**src/rtl/mcbsp_master_link.sv**
```systemverilog
// McBSP bus master: divides a_clk into mcbsp_clk, frames with fsx, shifts a frame out MSB-first
// and captures the returning frame. Define MCBSP_MASTER_LOOPBACK_EN to sample mcbsp_tx internally.
module mcbsp_master_link #(
  parameter int unsigned WORDS_PER_FRAME = 8,
  parameter int unsigned BITS_PER_WORD   = 32,
  parameter int unsigned CLK_DIV         = 4
) (
  input  logic                                     a_clk,
  input  logic                                     a_reset,
  input  logic                                     start,
  input  logic [WORDS_PER_FRAME*BITS_PER_WORD-1:0] tx_frame,
  output logic                                     mcbsp_clk,
  output logic                                     mcbsp_fsx,
  output logic                                     mcbsp_tx,
  input  logic                                     mcbsp_rx,
  output logic [WORDS_PER_FRAME*BITS_PER_WORD-1:0] rx_frame,
  output logic                                     rx_valid,
  output logic                                     busy,
  output logic [15:0]                              frame_count
);

  localparam int unsigned N    = WORDS_PER_FRAME * BITS_PER_WORD;
  localparam int unsigned CntW = $clog2(N);

  typedef enum logic [2:0] {StIdle, StArm, StSync, StShift, StDone} state_e;

  state_e          state_q;
  logic [7:0]      div_cnt_q;
  logic            mcbsp_clk_q;
  logic            mcbsp_fsx_q;
  logic            mcbsp_tx_q;
  logic            rx_valid_q;
  logic            busy_q;
  logic [15:0]     frame_count_q;
  logic [CntW-1:0] bit_cnt_q;
  logic [N-1:0]    tx_shift_q;
  logic [N-1:0]    rx_shift_q;
  logic [N-1:0]    rx_frame_q;

  logic div_wrap;
  logic rise_evt;
  logic fall_evt;
  logic rx_bit;

  assign div_wrap = (div_cnt_q == 8'(CLK_DIV - 1));
  assign rise_evt = div_wrap & ~mcbsp_clk_q;
  assign fall_evt = div_wrap & mcbsp_clk_q;

`ifdef MCBSP_MASTER_LOOPBACK_EN
  logic unused_rx;
  assign unused_rx = mcbsp_rx;
  assign rx_bit    = mcbsp_tx_q;
`else
  assign rx_bit    = mcbsp_rx;
`endif

  // Free-running divider; mcbsp_clk toggles each time div_cnt wraps.
  always_ff @(posedge a_clk or posedge a_reset) begin
    if (a_reset) begin
      div_cnt_q   <= 8'd0;
      mcbsp_clk_q <= 1'b0;
    end else if (div_wrap) begin
      div_cnt_q   <= 8'd0;
      mcbsp_clk_q <= ~mcbsp_clk_q;
    end else begin
      div_cnt_q   <= div_cnt_q + 8'd1;
    end
  end

  always_ff @(posedge a_clk or posedge a_reset) begin
    if (a_reset) begin
      state_q       <= StIdle;
      mcbsp_fsx_q   <= 1'b0;
      mcbsp_tx_q    <= 1'b0;
      rx_valid_q    <= 1'b0;
      busy_q        <= 1'b0;
      frame_count_q <= 16'd0;
      bit_cnt_q     <= '0;
      tx_shift_q    <= '0;
      rx_shift_q    <= '0;
      rx_frame_q    <= '0;
    end else begin
      rx_valid_q <= 1'b0;
      case (state_q)
        StIdle: begin
          if (start) begin
            tx_shift_q <= tx_frame;
            busy_q     <= 1'b1;
            state_q    <= StArm;
          end
        end
        StArm: begin
          if (rise_evt) begin
            mcbsp_fsx_q <= 1'b1;
            state_q     <= StSync;
          end
        end
        StSync: begin
          if (rise_evt) begin
            mcbsp_fsx_q <= 1'b0;
            bit_cnt_q   <= CntW'(N - 1);
            mcbsp_tx_q  <= tx_shift_q[N-1];
            state_q     <= StShift;
          end
        end
        StShift: begin
          // Bit k is driven on a rising edge and sampled on the following falling edge.
          if (fall_evt) begin
            rx_shift_q[bit_cnt_q] <= rx_bit;
            if (bit_cnt_q == '0) begin
              state_q <= StDone;
            end else begin
              bit_cnt_q <= bit_cnt_q - CntW'(1);
            end
          end else if (rise_evt) begin
            mcbsp_tx_q <= tx_shift_q[bit_cnt_q];
          end
        end
        StDone: begin
          rx_frame_q    <= rx_shift_q;
          rx_valid_q    <= 1'b1;
          frame_count_q <= frame_count_q + 16'd1;
          busy_q        <= 1'b0;
          mcbsp_tx_q    <= 1'b0;
          state_q       <= StIdle;
        end
        default: state_q <= StIdle;
      endcase
    end
  end

  assign mcbsp_clk   = mcbsp_clk_q;
  assign mcbsp_fsx   = mcbsp_fsx_q;
  assign mcbsp_tx    = mcbsp_tx_q;
  assign rx_frame    = rx_frame_q;
  assign rx_valid    = rx_valid_q;
  assign busy        = busy_q;
  assign frame_count = frame_count_q;

endmodule

```
**config.mk**
```make
export PLATFORM = sky130hd
export DESIGN_NAME = mcbsp_master_link
export DESIGN_NICKNAME = d
export VERILOG_FILES = /design/src/rtl/mcbsp_master_link.sv
export SDC_FILE = /design/constraint.sdc
export NUM_CORES = 2
export LEC_CHECK = 0
export ABC_CLOCK_PERIOD_IN_PS = 36000
export CORE_ASPECT_RATIO = 0.75
export CORE_UTILIZATION = 35
export DETAILED_ROUTE_END_ITERATION = 16
export PLACE_DENSITY_LB_ADDON = 0.3
export SYNTH_ARGS = -nofsm -noshare
export SYNTH_HDL_FRONTEND = slang
export SYNTH_SLANG_ARGS = --single-unit
```
**constraint.sdc**
```tcl
create_clock -name a_clk -period 36 [get_ports a_clk]
set_input_delay 3.6 -clock a_clk [delete_from_list [all_inputs] [get_ports a_clk]]
set_output_delay 3.6 -clock a_clk [all_outputs]
set_load 0.02 [all_outputs]
```
==> results.json <==
{
  "antenna_found_initial": 20,
  "port_buffers": 536,
  "timing.fmax_mhz": 151,
  "cellPowerDensity_nw_per_um2": 43.2,
  "insertion_delay_ns": 0.64,
  "start_util": 0.354,
  "hold_buffers": 0,
  "p_leak_nw": 20.3,
  "post-route-period-util": 0.184,
  "min_path_type": "flop to flop",
  "cp_max_fo": 165,
  "core-area_um2": 95600,
  "combinationalPowerShare": 0.040,
  "hold_depth": 2,
  "slew_headroom": 0.208,
  "first_iter_violations": 1625,
  "placedCellCount": 4502,
  "peakVddDrop_mv": 0.0379,
  "cts_setup_buffers": 0,
  "status": "completed",
  "final_cells": 4665,
  "final_common_cell": "dfrtp_1",
  "path_clk_slew_ns": 0.06,
  "ios": 537,
  "fin_crit_ns": 6.61,
  "synth_area_um2": 33900,
  "clock-root-buffer": "clkbuf_16",
  "wire_per_inst_um": 21.1,
  "drt-vias-per-instance": 4.90,
  "place_ws_ns": 28.66,
  "cp.required_ns": 36.63,
  "hold_viol": 0,
  "rows": 98,
  "synth-main-ff-cell": "dfrtp_1",
  "final_nets": 3606,
  "holdWs_ns": 0.448,
  "grt_pass1_vias": 23300,
  "switching_share": 0.221,
  "r2r_cells": 7,
  "cts_tree": "done",
  "cts.sinks": 808,
  "setup_violations": 0,
  "p_clk_frac": 0.460,
  "fin_skew_ns": 0.0266,
  "maxCapViolCount": 0,
  "setup_slack_ns": 29.39,
  "hpwlAfterDp_um": 64700,
  "grt_max_degree": 181,
  "cp.arrival_ns": 7.25,
  "cts_buffers": 85,
  "synthesis.nets": 3129,
  "rsz0062_at_grt": "false",
  "drive_gt1_frac": 0.222,
  "async_flop_share": 1.00,
  "ys_types": 61,
  "worst_pin_slew_ns": 1.18,
  "worstSetupPathType": "primary input to asynchronous set/reset pin",
  "cp-end-kind": "asynchronous set/reset pin",
  "die_h_um": 271,
  "drv_slew": 0,
  "grt_first_pass_wirelength_um": 149000,
  "die_w_um": 361,
  "startpoint_type": "primary input",
  "avgSynthCellArea_um2": 11.8,
  "p_seq_frac": 0.500,
  "synthToLayoutAreaGrowth_pct": 27.2,
  "ys_seq_area_frac": 0.597,
  "ys_warn_count": 0,
  "stdcell_area_um2": 43100,
  "antenna_left": 0,
  "p_sw_w": 0.000413,
  "synth_edf_count": 0,
  "cts_buffer_depth": 3,
  "drc_errors": 0,
  "postSynthCellCount": 2862,
  "die_area_um2": 98100,
  "dpl_cell_area_um2": 40400,
  "p_int_w": 0.00145,
  "htree_levels": 3,
  "final_cell_mix": "dfrtp_1 (805), nand2_1 (804), clkdlybuf4s50_1 (535), mux2_2 (510), nor2_1 (275)",
  "ys_ff_latch": 808,
  "overflow": 0,
  "first_pass_iters": 5,
  "gr-usage-all-layers": 0.201,
  "num_vias": 22900,
  "cts.repair.resized": 0,
  "gp_congestion": 0.774,
  "drt-total-wl_um": 98400,
  "setup_tns_ns": 0
}
[metrics by stage]
stage	power (W)	utilization
floorplan	0.000982	-
global placement	0.00102	0.422
detailed placement	0.00102	0.422
CTS	0.00189	0.450
global route	0.00193	0.451
finish	0.00186	0.451
[registers in the layout, indices dropped and copies added, names as in the netlist]
| signal | count |
|---|---|
| bit_cnt_q | 8 |
| mcbsp_clk | 1 |
| mcbsp_tx | 1 |
| busy | 1 |
| rx_shift_q | 256 |
| tx_shift_q | 256 |
| mcbsp_fsx | 1 |
| state_q | 3 |
| frame_count | 16 |
| rx_frame | 256 |
| rx_valid | 1 |
| div_cnt_q | 8 |
[path summary, 6_finish.rpt]
kind                                 startpoint         endpoint  slack, ns
max in group a_clk                        start  tx_shift_q[203]      29.97
worst max-delay path                    a_reset    rx_frame[143]      29.39
worst max register to register       state_q[0]    rx_frame[136]      32.02
min in group asynchronous               a_reset  tx_shift_q[248]       3.47
worst min register to register  rx_shift_q[190]    rx_frame[190]       0.45
worst min-delay path            rx_shift_q[190]    rx_frame[190]       0.45
[critical path, cell delays in order]
cell	delay (ns)
clkdlybuf4s50_1	0.49
inv_8	0.50
buf_4	0.75
buf_12	0.68
buf_4	0.83
[power by group through the flow]
stage / clock network [W] / logic, W / registers, W
after global placement: 0 / 0.0000762 / 0.000947
after global routing: 0.000913 / 0.0000827 / 0.000932
after floorplan: 0 / 0.0000355 / 0.000946
final: 0.000857 / 0.0000749 / 0.000931
after detailed placement: 0 / 0.0000768 / 0.000948
after CTS: 0.000880 / 0.0000770 / 0.000931
[routing by layer]
| metal | track usage | vias up | part of all wire |
|---|---|---|---|
| met5 | 0 | - | 0.00083 |
| met4 | 0.0562 | 12 | 0.024 |
| met3 | 0.0463 | 148 | 0.065 |
| met2 | 0.311 | 570 | 0.46 |
| met1 | 0.281 | 11600 | 0.45 |
| li1 | - | 10500 | - |
[cells in the mapped netlist, types with 3 or more instances]
master     number  area, um^2
a21oi_1        11        55.1
a22oi_1         7        52.6
nand4_1         8        50.1
mux2_1          8        90.1
nand2_1       804        3020
and3_1          8        50.1
o31ai_1         4        30.0
o21ai_0         8        40.0
nor2b_1        16         100
a2111oi_0       3        26.3
and2_1          3        18.8
xnor2_1        17         149
nor3_1          7        35.0
buf_2          19        95.1
clkbuf_1      144         541
nand3_4        10         175
xor2_1          8        70.1
mux4_2         57        1280
nand3_1        23         115
dfrtp_1       808       20200
buf_1           4        15.0
ha_1            7        87.6
mux2i_1        19         190
buf_6          10         113
inv_1           7        26.3
mux2_2        510        5740
nand2b_1       10        62.6
nor2_1        275        1030
a211oi_1        6        45.0
[final cells by class]
| class | count | area, um^2 |
|---|---|---|
| multi-input combinational | 1867 | 12900 |
| inverter | 8 | 45.0 |
| sequential | 808 | 20200 |
| timing repair buffer | 569 | 5650 |
| clock buffer | 122 | 2460 |
| fill | 8878 | 52500 |
| clock inverter | 28 | 260 |
| tap | 1250 | 1560 |
| antenna | 13 | 32.5 |
[logic make-up after synthesis]
| family | Yosys count | synth area share |
|---|---|---|
| and+or+nand+nor | 1177 | 0.141 |
| DFF | 808 | 0.597 |
| muxes | 594 | 0.216 |
| buffers and inverters | 187 | 0.0242 |
| AOI/OAI and AO/OA | 64 | 0.0137 |
| xor gates and xnor gates | 25 | 0.00646 |
| adders and majority gates | 7 | 0.00258 |
No activity file was read; power rests on OpenSTA's default activity.
